### src/rtl/branch_predictor_gshare.sv
// gshare predictor: zero-latency prediction from a PC^GHR-indexed counter table; never stalls, a full FIFO drops the push and sets o_overflow.
// Optional macro BP_FB_PC_CHECK_EN tags FIFO entries with PC bits and adds the sticky o_desync output.
`ifndef ADDR_WIDTH
`define ADDR_WIDTH 32
`endif

module branch_predictor_gshare #(
  parameter int ADDR_WIDTH = `ADDR_WIDTH,
  parameter int INDEX_BITS = 8,
  parameter int GHR_BITS   = 6,
  parameter int CTR_BITS   = 2,
  parameter int FIFO_DEPTH = 4
) (
  input  logic                  clk,
  input  logic                  rst_n,
  input  logic                  i_req_valid,
  input  logic [ADDR_WIDTH-1:0] i_req_pc,
  input  logic [ADDR_WIDTH-1:0] i_req_target,
  output logic                  o_req_prediction,  // 1 = TAKEN, 0 = NOT_TAKEN
  input  logic                  i_fb_valid,
  input  logic [ADDR_WIDTH-1:0] i_fb_pc,
  input  logic                  i_fb_prediction,
  input  logic                  i_fb_outcome,
  output logic                  o_overflow,
  output logic                  o_underflow
`ifdef BP_FB_PC_CHECK_EN
  ,
  output logic                  o_desync
`endif
);

  localparam int ENTRIES  = 1 << INDEX_BITS;
  localparam int PTR_BITS = $clog2(FIFO_DEPTH);
  localparam int CW       = PTR_BITS + 1;
  localparam logic [CTR_BITS-1:0] CTR_INIT = CTR_BITS'((1 << (CTR_BITS - 1)) - 1);
  localparam logic [CTR_BITS-1:0] CTR_MAX  = {CTR_BITS{1'b1}};
  localparam logic [CTR_BITS-1:0] CTR_MIN  = '0;
  localparam logic [CW-1:0]       DEPTH    = CW'(FIFO_DEPTH);

  logic [CTR_BITS-1:0]   ctr [ENTRIES];
  logic [GHR_BITS-1:0]   ghr;
  logic [INDEX_BITS-1:0] fifo_idx [FIFO_DEPTH];
  logic [PTR_BITS-1:0]   rd_ptr, wr_ptr;
  logic [CW-1:0]         count;

  logic [INDEX_BITS-1:0] req_idx, fb_idx, train_idx;
  logic fifo_empty, fifo_full, mispredict, pop, push, flush, train, desync;

  assign req_idx          = i_req_pc[INDEX_BITS+1:2] ^ INDEX_BITS'(ghr);
  assign fb_idx           = i_fb_pc[INDEX_BITS+1:2] ^ INDEX_BITS'(ghr);
  assign o_req_prediction = ctr[req_idx][CTR_BITS-1];

  assign fifo_empty = (count == '0);
  assign fifo_full  = (count == DEPTH);
  assign mispredict = i_fb_valid && (i_fb_prediction != i_fb_outcome);
  assign pop        = i_fb_valid && !fifo_empty;
  assign train_idx  = fifo_empty ? fb_idx : fifo_idx[rd_ptr];

`ifdef BP_FB_PC_CHECK_EN
  logic [INDEX_BITS-1:0] fifo_pc [FIFO_DEPTH];
  assign desync = pop && (fifo_pc[rd_ptr] != i_fb_pc[INDEX_BITS+1:2]);

  always_ff @(posedge clk) begin
    if (push) fifo_pc[wr_ptr] <= i_req_pc[INDEX_BITS+1:2];
  end

  always_ff @(posedge clk or negedge rst_n) begin
    if (!rst_n)      o_desync <= 1'b0;
    else if (desync) o_desync <= 1'b1;
  end
`else
  assign desync = 1'b0;
`endif

  // A flush squashes every younger branch, including one requesting this cycle.
  assign flush = mispredict || desync;
  assign train = i_fb_valid && !desync;
  assign push  = i_req_valid && !flush && (!fifo_full || pop);

  always_ff @(posedge clk or negedge rst_n) begin
    if (!rst_n) begin
      for (int i = 0; i < ENTRIES; i++) ctr[i] <= CTR_INIT;
    end else if (train) begin
      if (i_fb_outcome && (ctr[train_idx] != CTR_MAX))
        ctr[train_idx] <= ctr[train_idx] + CTR_BITS'(1);
      else if (!i_fb_outcome && (ctr[train_idx] != CTR_MIN))
        ctr[train_idx] <= ctr[train_idx] - CTR_BITS'(1);
    end
  end

  always_ff @(posedge clk or negedge rst_n) begin
    if (!rst_n)          ghr <= '0;
    else if (i_fb_valid) ghr <= (ghr << 1) | GHR_BITS'(i_fb_outcome);
  end

  always_ff @(posedge clk) begin
    if (push) fifo_idx[wr_ptr] <= req_idx;
  end

  always_ff @(posedge clk or negedge rst_n) begin
    if (!rst_n) begin
      rd_ptr <= '0;
      wr_ptr <= '0;
      count  <= '0;
    end else if (flush) begin
      rd_ptr <= wr_ptr;
      count  <= '0;
    end else begin
      if (push) wr_ptr <= wr_ptr + PTR_BITS'(1);
      if (pop)  rd_ptr <= rd_ptr + PTR_BITS'(1);
      if (push && !pop)      count <= count + CW'(1);
      else if (pop && !push) count <= count - CW'(1);
    end
  end

  always_ff @(posedge clk or negedge rst_n) begin
    if (!rst_n) begin
      o_overflow  <= 1'b0;
      o_underflow <= 1'b0;
    end else begin
      if (i_req_valid && fifo_full && !pop) o_overflow  <= 1'b1;
      if (i_fb_valid && fifo_empty)         o_underflow <= 1'b1;
    end
  end

  logic unused_bits;
  assign unused_bits = ^{i_req_target, i_req_pc[ADDR_WIDTH-1:INDEX_BITS+2], i_req_pc[1:0],
                         i_fb_pc[ADDR_WIDTH-1:INDEX_BITS+2], i_fb_pc[1:0]};

endmodule
### config.mk
export PLATFORM = sky130hd
export DESIGN_NAME = branch_predictor_gshare
export DESIGN_NICKNAME = d
export VERILOG_FILES = /design/src/rtl/branch_predictor_gshare.sv
export SDC_FILE = /design/constraint.sdc
export NUM_CORES = 1
export LEC_CHECK = 0
export CELL_PAD_IN_SITES_DETAIL_PLACEMENT = 1
export CELL_PAD_IN_SITES_GLOBAL_PLACEMENT = 1
export CORE_MARGIN = 2
export CORE_UTILIZATION = 50
export CTS_CLUSTER_SIZE = 40
export DETAILED_ROUTE_END_ITERATION = 6
export MAX_ROUTING_LAYER = met4
export PLACE_DENSITY = 0.81
export SYNTH_ARGS = -nofsm -noshare
export SYNTH_HDL_FRONTEND = slang
export SYNTH_SLANG_ARGS = --single-unit
### constraint.sdc
create_clock -name clk -period 7.23 [get_ports clk]
set_clock_uncertainty 0.15 [all_clocks]
set_input_delay 1.0845 -clock clk [delete_from_list [all_inputs] [get_ports clk]]
set_output_delay 1.0845 -clock clk [all_outputs]
set_load 0.01 [all_outputs]
## Yosys cells after proc, flatten, opt, wreduce, memory -nomap -nowiden

Memories as Yosys holds them, arrays and structs flattened.
Index checks and enable logic that the tools add are counted.

| storage, ports and cells | value |
|---|---|
| memories | 1 |
| bits in writable memories | 32 |
| register bits | 527 |

| operators by class | value |
|---|---|
| magnitude comparators | 3 |
| reduce and logical (&&, ||, !) cells | 26 |
| $add $sub $neg | 6 |
| mux-type cells | 20 |
| eq/ne operators | 3 |
| bitwise gates (word level) | 6 |

Memory list:

| name | depth | bits a word | read ports | clocked after Yosys merged registers in | wr ports | line | text |
|---|---|---|---|---|---|---|---|
| fifo_idx | 4 | 8 | 1 | 0 | 1 | 42 | `logic [INDEX_BITS-1:0] fifo_idx [FIFO_DEPTH];` |

Operators with widths:

| kind | count |
|---|---|
| $bwmux W512 | 2 |
| $mux W512 | 2 |
| $bmux W2 S8 | 2 |
| $ge A9 B9 Y1 const B | 2 |
| $not A8 Y9 | 2 |
| $demux W2 S8 | 1 |
| $xor A8 B6 Y8 | 2 |
| $mux W2 | 7 |
| $logic_and A1 B1 Y1 | 12 |
| $lt A9 B1 Y1 const B | 1 |
| $mux W3 | 3 |
| $mux W8 | 1 |
| $add A2 B1 Y2 const B | 3 |
| $logic_not A1 Y1 | 6 |
| $or A6 B1 Y6 | 1 |
| $reduce_bool A2 Y1 | 3 |
| $reduce_and A2 Y1 | 2 |
| $add A3 B1 Y3 const B | 1 |
| $eq A3 B3 Y1 const B | 1 |
| $logic_not A3 Y1 | 1 |
| $reduce_bool A3 Y1 | 1 |
| $sub A3 B1 Y3 const B | 1 |
| $mux W1 | 2 |
| $ne A2 B2 Y1 const B | 1 |
| other kinds (4) | 4 |

## Logic depth before layout (Yosys ltp)

Gate-level depths: netlist of run 1.

| depth | value |
|---|---|
| word-level depth | 10 |
| gate-level depth with buffers | 26 |
| gate-level depth less buffers | 17 |

## Worst setup path after synthesis of run 1

OpenSTA, ideal clock, no wires.

| timing path | value |
|---|---|
| path kind | input to register |
| start | input i_fb_pc[3] |
| end | register ctr[337] in the netlist's numbering |
| setup slack | 1777 ps |
| path buffers | 7 |
| arrival time | 5167 ps |
| required time | 6944 ps |
| setup time | 136 ps |
| stages | 22 |
| cell sequence | xnor2_1 -> clkbuf_1 -> buf_2 -> buf_1 -> nor3_1 -> a31oi_1 -> o22ai_1 -> o21ai_0 -> nand4_1 -> o31ai_4 -> buf_2 -> nor2_1 -> o2bb2a_1 -> ha_1 -> nor2b_1 -> o21ai_0 -> nor2b_1 -> clkbuf_1 -> nand2_1 -> clkbuf_1 -> clkbuf_1 -> o31ai_1 |

| between the ends | value |
|---|---|
| word-level cells in the longest chain between the ends | 10 |
| elaborated cells between the ends (all ways) | 23 |

Ends and longest elaborated chain:

| item | line | text |
|---|---|---|
| start, declared | 21 | `input logic [ADDR_WIDTH-1:0] i_fb_pc,` |
| $xor A8 B6 Y8 (*) | 50 | `assign fb_idx = i_fb_pc[INDEX_BITS+1:2] ^ INDEX_BITS'(ghr);` |
| $mux W8 (*) | 57 | `assign train_idx = fifo_empty ? fb_idx : fifo_idx[rd_ptr];` |
| $not A8 Y9 (not written as such) (*) | n/a |  |
| $bmux W2 S8 (tied with other cells) | n/a |  |
| $mux W2 (not written as such) / $logic_and A1 B1 Y1 (equally long branches) | n/a |  |
| $mux W2 (on tied branches) | n/a |  |
| $sub A2 B1 Y2 (tied with other cells) | 87 | `ctr[train_idx] <= ctr[train_idx] - CTR_BITS'(1);` |
| $bwmux W512 (tied with other cells) | 87 |  |
| $mux W512 / $reduce_bool A2 Y1 (equally long branches) | n/a |  |
| $mux W512 / $reduce_and A2 Y1 (equally long branches) | n/a |  |
| end signal, assigned by index | 85 | `ctr[train_idx] <= ctr[train_idx] + CTR_BITS'(1);` |
| end signal, assigned by index | 87 |  |
| end, declared | 40 | `logic [CTR_BITS-1:0] ctr [ENTRIES];` |

Every way passes the cells marked *; elsewhere a longest branch is shown, timed or not. The select of a mux whose other input is x is not followed.
A chain may end at the register's enable or synchronous reset.

## Worst setup path after layout of run 1

| timing path | value |
|---|---|
| start | register rd_ptr[0] |
| end | register ctr[39] in the netlist's numbering |

| between the ends | value |
|---|---|
| word-level cells in the longest chain between the ends | 10 |
| elaborated cells between the ends (all ways) | 23 |

Ends and longest elaborated chain:

| item | line | text |
|---|---|---|
| start, declared | 43 | `logic [PTR_BITS-1:0] rd_ptr, wr_ptr;` |
| start signal, assigned | 106 | `rd_ptr <= wr_ptr;` |
| start signal, assigned | 110 | `if (pop) rd_ptr <= rd_ptr + PTR_BITS'(1);` |
| $mem_v2 Z4 W8 (*) | n/a |  |
| $mux W8 (*) | 57 |  |
| $not A8 Y9 (not written as such) (*) | n/a |  |
| $bmux W2 S8 (tied with other cells) | n/a |  |
| $mux W2 (not written as such) / $logic_and A1 B1 Y1 (equally long branches) | n/a |  |
| $mux W2 (on tied branches) | n/a |  |
| $sub A2 B1 Y2 (tied with other cells) | 87 |  |
| $bwmux W512 (tied with other cells) | 87 |  |
| $mux W512 / $reduce_bool A2 Y1 (equally long branches) | n/a |  |
| $mux W512 / $reduce_and A2 Y1 (equally long branches) | n/a |  |

Marked as above.

==> impl_metrics.ini, run 1 <==
[outcome]
status = finished with violations
violations = capacitance limit

[detailed_routing]
drc = 0
wl_um = 119000
viasPerCell = 7.36
dr.pass1.iters = 5
wl_met2_um = 54300
top_layer = met4
wl_met3_um = 13000
m1WireLength_um = 43700
avgRoutedWirePerCell_um = 32.3
ant_nets = 0
via_count = 27200
drt_iter0_markers = 3370

[critical_path]
end_kind = register
crit_slowest_cell = a221oi_1
cp-startpoint = rd_ptr[0]$_DFFE_PN0P_
cp_top_family = compound AO/OA/AOI/OAI gates
required_ps = 7590
start_kind = register
critPathBufInv = 3
r2r_start = rd_ptr[0]$_DFFE_PN0P_
crit_type = register to register
cp_max_fo = 30
ff2ff_path_depth = 19
reg2reg_slack_ps = 330
cp_common_cell = o21ai_0
r2r_end = ctr[39]$_DFFE_PN0P_
max_stage_delay_ps = 1080
arrival_ps = 7260
path_cells = mux4_4 > buf_4 > mux2_2 > o22ai_1 > o21ai_0 > o21ai_0 > a221oi_1 > o311ai_4 > o21ai_0 > o2bb2a_1 > ha_1 > nor2b_1 > o21ai_0 > nor2b_1 > buf_4 > nand2_2 > buf_4 > o21ai_0 > o31ai_1

[synth]
synth_cell_type_count = 88
async_reset_ff_frac = 0.943
synth_area_per_cell_um2 = 10.7
ys_ff_latch = 559
seq_area_frac_synth = 0.464
yosysTopAreaCellShare = 0.218
syn_nets = 3016
yosysWarnings = 0
synth_area_leader_cell = dfrtp_1
netlist_instances = 2907
synthesis.area_mm2 = 0.0312
yosys_most_used_dff = dfrtp_1
synth-edff-count = 32
synth_area_leaders = dfrtp_1 (22%), dfstp_2 (22%), mux4_2 (8.9%)

[timing]
slew_headroom = 0.0102
setup_tns_ps = 0
finalHoldViolCount = 0
period_minus_slack_ps = 6900
grt_setup_unrepaired = no
worst_pin_slew_ps = 1470
slew_viol_final = 0
clock.fmax_ghz = 0.145
setup_violations = 0
fin_crit_sh = 0.954

[floorplanning]
die_area_mm2 = 0.0643
core_area_mm2 = 0.0617
io_pins = 105
start_util = 0.505
rows = 91
die_w_um = 254
die_h_um = 254

[clock_tree]
cts.repair.resized = 0
path_clk_slew_ps = 60
cts_sinks = 559
htree_levels = 3
numCtsBuffers = 66
clock-root-buffer = clkbuf_16
clk_path_buf_depth = 3
clk_latency_ps = 630
cts_tree = done
cts_setup_buffers = 0
cts_hold_buf = 0

[placement]
port_buffers = 24
gp_congestion = 0.931
post-dp-hpwl_um = 72200

[final_layout]
fillers = 6408
area_delta_synth_final_pct = 11.4
drive_above_1_share = 0.299
layout.nets = 2918

[min_path]
min-delay-start = o_overflow$_DFFE_PN0P_
hold_depth = 1
holdPathEnd = o_overflow$_DFFE_PN0P_
min_path_type = register to register

[global_route]
gr-total-overflow = 0
grt_pass1_wl_um = 181000
grt_usage = 0.386
grt_max_degree = 179
grt_pass1_vias = 28400
antenna_found_initial = 2

[flow_run]
maxCapViolCount = 1
-- worst max-delay path by stage --
stage | endpoint | cells past startpoint
2_1_floorplan | ctr[337]$_DFFE_PN0P_ | 22
3_3_place_gp | register | 19
3_5_place_dp | ctr[39]$_DFFE_PN0P_ | 21
4_1_cts | ctr[263]$_DFFE_PN0P_ | 20
5_1_grt | ctr[267]$_DFFE_PN0P_ | 20
6_report | ctr[39]$_DFFE_PN0P_ | 19
-- synth_stat cells, types with 19 or more instances --
cell / instances
dfstp_2: 256
a2bb2oi_1: 20
a31oi_1: 26
o21ai_0: 498
buf_2: 66
mux2i_1: 42
clkbuf_1: 207
nor3_1: 32
dfrtp_1: 271
o22ai_1: 161
o31ai_1: 312
buf_6: 22
o221ai_1: 30
nor2_1: 107
mux4_2: 123
edfxtp_1: 32
o31ai_2: 29
nand2_1: 233
buf_1: 19
mux2_2: 156
-- layout make-up --
| type | count | area (µm²) | share of cell area |
|---|---|---|---|
| well taps | 837 | 1050 | 0.0302 |
| repair buffers | 164 | 1700 | 0.0489 |
| flip-flops and latches | 559 | 14500 | 0.417 |
| diodes | 2 | 5.00 | 0.000144 |
| inverters | 11 | 41.3 | 0.00119 |
| clock buffers | 96 | 1910 | 0.0549 |
| multi-input cells | 2007 | 15400 | 0.443 |
| clock inverters | 22 | 175 | 0.00505 |
-- routing by layer --
metal / GRT usage / up-vias
li1: - / 11000
met1: 0.472 / 13900
met2: 0.577 / 1767
met3: 0.0950 / 579
met4: 0.241 / 0
met5: - / -
-- worst register-to-register path: stages (launching register included) --
cell	delay [ps]
dfrtp_1	590
mux4_4	1030
buf_4	430
mux2_2	310
o22ai_1	80
o21ai_0	230
o21ai_0	150
a221oi_1	1080
o311ai_4	140
o21ai_0	240
o2bb2a_1	240
ha_1	140
nor2b_1	60
o21ai_0	510
nor2b_1	100
buf_4	180
nand2_2	250
buf_4	500
o21ai_0	240
o31ai_1	130
-- cell families after synthesis --
logic type / after synthesis / share of synthesized area
AND/OR/NAND/NOR: 459 / 0.0646
flip-flops: 559 / 0.464
adder cells (fa/ha/maj): 7 / 0.00305
multiplexers: 329 / 0.162
AO/OA/AOI/OAI: 1188 / 0.248
buffers and inverters: 341 / 0.0510
XOR/XNOR: 24 / 0.00699
-- cells in the final DEF, fill, tap and decap left out, types with 11 or more instances in the layout --
cell type / count
clkdlybuf4s50_1: 23
a2bb2oi_1: 20
dfrtp_1: 271
dfstp_2: 256
nand2_1: 216
nor3_1: 31
o22ai_1: 160
inv_1: 11
o31ai_2: 29
o21ai_0: 498
nand2_2: 18
mux2_2: 156
a21oi_1: 17
a31oi_1: 26
nand3_1: 18
clkinv_2: 11
o221ai_1: 30
mux2i_1: 41
clkbuf_16: 68
nand4_1: 12
buf_12: 32
o31ai_1: 312
clkbuf_1: 18
buf_4: 108
edfxtp_1: 32
nor2_1: 107
mux4_2: 122
-- through the flow --
stage,instances,utilization,hold WS (ps),setup WS [ps],area [µm²]
2_1_floorplan,2907,-,308,1780,31200
3_5_place_dp,3578,0.529,323,385,32600
4_1_cts,3696,0.562,340,606,34700
5_1_grt,3698,0.562,355,231,34700
6_report,3698,0.562,337,330,34700
3_3_place_gp,3578,0.529,314,442,32600
Power of run 1 is left out: the tool's default activity adds up to more than one toggle a clock period on the data nets, which glitch-free logic cannot reach.
==> inputs of run 2 (changes only) <==
- CORE_UTILIZATION: 50 -> 43
- PLACE_DENSITY: 0.81 -> 0.71
==> run 2 against run 1 <==
  * The flow now finishes without violations
  * Sequential cell count stayed put
  * First-iteration DRC count is 27% lower
  * Clock-buffer cell count is 9 higher
  * Via count is 2.7% lower
==> impl_metrics.ini, run 2 (synthesis gave the netlist of run 1 again) <==
[detailed_routing]
viasPerCell = 6.91
drc = 0
via_count = 26500
avgRoutedWirePerCell_um = 30.6
ant_nets = 0
dr.pass1.iters = 5
wl_um = 117000
drt_iter0_markers = 2448

[timing]
fin_crit_sh = 0.933
finalHoldViolCount = 0
holdWs_ps = 278
period_minus_slack_ps = 6740
slew_headroom = 0.146
grt_setup_unrepaired = no
clock.fmax_ghz = 0.148
worst_pin_slew_ps = 1280
slew_viol_final = 0
setup_violations = 0
setup_tns_ps = 0

[floorplanning]
rows = 98
die_w_um = 273
io_pins = 105
core_area_mm2 = 0.0716
die_h_um = 273
start_util = 0.435
die_area_mm2 = 0.0746

[placement]
port_buffers = 24
gp_congestion = 0.917
post-dp-hpwl_um = 72700

[final_layout]
layout_commonest_cell = o21ai_0
final_cell_mix = o21ai_0 (498), o31ai_1 (312), dfrtp_1 (271)
layout.nets = 2942
area_delta_synth_final_pct = 13.2
drive_above_1_share = 0.306

[clock_tree]
clk_latency_ps = 630
cts_sinks = 559
numCtsBuffers = 68
clock-root-buffer = clkbuf_16
cts_hold_buf = 0
cts.repair.resized = 0
cts_tree = done
cts_setup_buffers = 0
path_clk_slew_ps = 60
htree_levels = 3
clk_path_buf_depth = 3

[flow_run]
maxCapViolCount = 0

[critical_path]
r2r_end = ctr[99]$_DFFE_PN0P_
cp_common_cell = o21ai_0
start_kind = input pin
reg2reg_slack_ps = 770
path_cells = clkdlybuf4s50_1 > xor2_4 > buf_4 > mux2_2 > o221ai_1 > o21ai_1 > o21ai_0 > a22oi_1 > and4_1 > nor4_1 > o2bb2a_1 > ha_1 > nor2b_1 > o21ai_0 > nor2b_1 > buf_4 > nand2_2 > buf_12 > o21ai_0 > o31ai_1
end_kind = register
ff2ff_path_depth = 20
critPathBufInv = 4
required_ps = 7510
cp_max_fo = 28
crit_slowest_cell = nor4_1
crit_type = input pin to register
max_stage_delay_ps = 850
r2r_start = count[0]$_DFFE_PN0P_
cp_top_family = simple AND/OR/NAND/NOR gates
arrival_ps = 7030

[global_route]
antenna_found_initial = 2
gr-total-overflow = 0
grt_usage = 0.322
grt_pass1_vias = 27500
grt_max_degree = 172
grt_pass1_wl_um = 177000

[min_path]
min_path_type = input pin to asynchronous set/reset pin

[outcome]
status = completed
## run 2: cell types whose count changed in the layout (fill, tap and decap cells not counted), sizes merged, moves of 2 or more
cell      change
clkbuf        +9
clkinv        -8
clkinvlp      +2
bufinv        +2
buf          +22
## run 2: worst register-to-register path: cells and delay by family, from the launching register on
| family | cells | cell delay [ps] |
|---|---|---|
| fa+ha+maj | 1 | 180 |
| flops | 1 | 530 |
| simple gates | 10 | 3070 |
| compound gates | 4 | 950 |
| buf+inv | 5 | 1400 |
## run 2: routing by layer
layer,up-vias,wire (µm),track usage
li1,11100,-,-
met2,1255,55500,0.506
met5,-,0,-
met4,0,4590,0.123
met3,292,8980,0.0551
met1,13900,48300,0.417
## run 2: cell type report
type / count / area (µm²)
diodes: 1 / 2.50
clock buffers: 105 / 2040
clock inverters: 17 / 169
fillers: 7617 / 36300
flip-flops and latches: 559 / 14500
repair buffers: 186 / 2000
well taps: 950 / 1190
inverters: 11 / 41.3
multi-input cells: 2007 / 15400
## run 2: stage by stage
step,utilization,setup slack [ps],area [µm²],cells
floorplan,-,1780,31200,2907
global route,0.493,330,35300,3835
global placement,0.462,241,33100,3713
CTS,0.493,730,35300,3835
detailed placement,0.462,135,33100,3713
finish,0.493,486,35300,3836
## run 2: worst max-delay path by stage
stage / end / startpoint / depth (start not counted)
6_report: ctr[99]$_DFFE_PN0P_ / i_fb_pc[2] / 20
5_1_grt: ctr[101]$_DFFE_PN0P_ / i_fb_pc[2] / 20
4_1_cts: o_req_prediction / i_req_pc[2] / 8
3_5_place_dp: ctr[357]$_DFFE_PN0P_ / i_fb_pc[2] / 20
3_3_place_gp: ctr[453]$_DFFE_PN0P_ / i_fb_pc[2] / 19
2_1_floorplan: ctr[337]$_DFFE_PN0P_ / i_fb_pc[3] / 22
Power of run 2 is left out for the same reason.
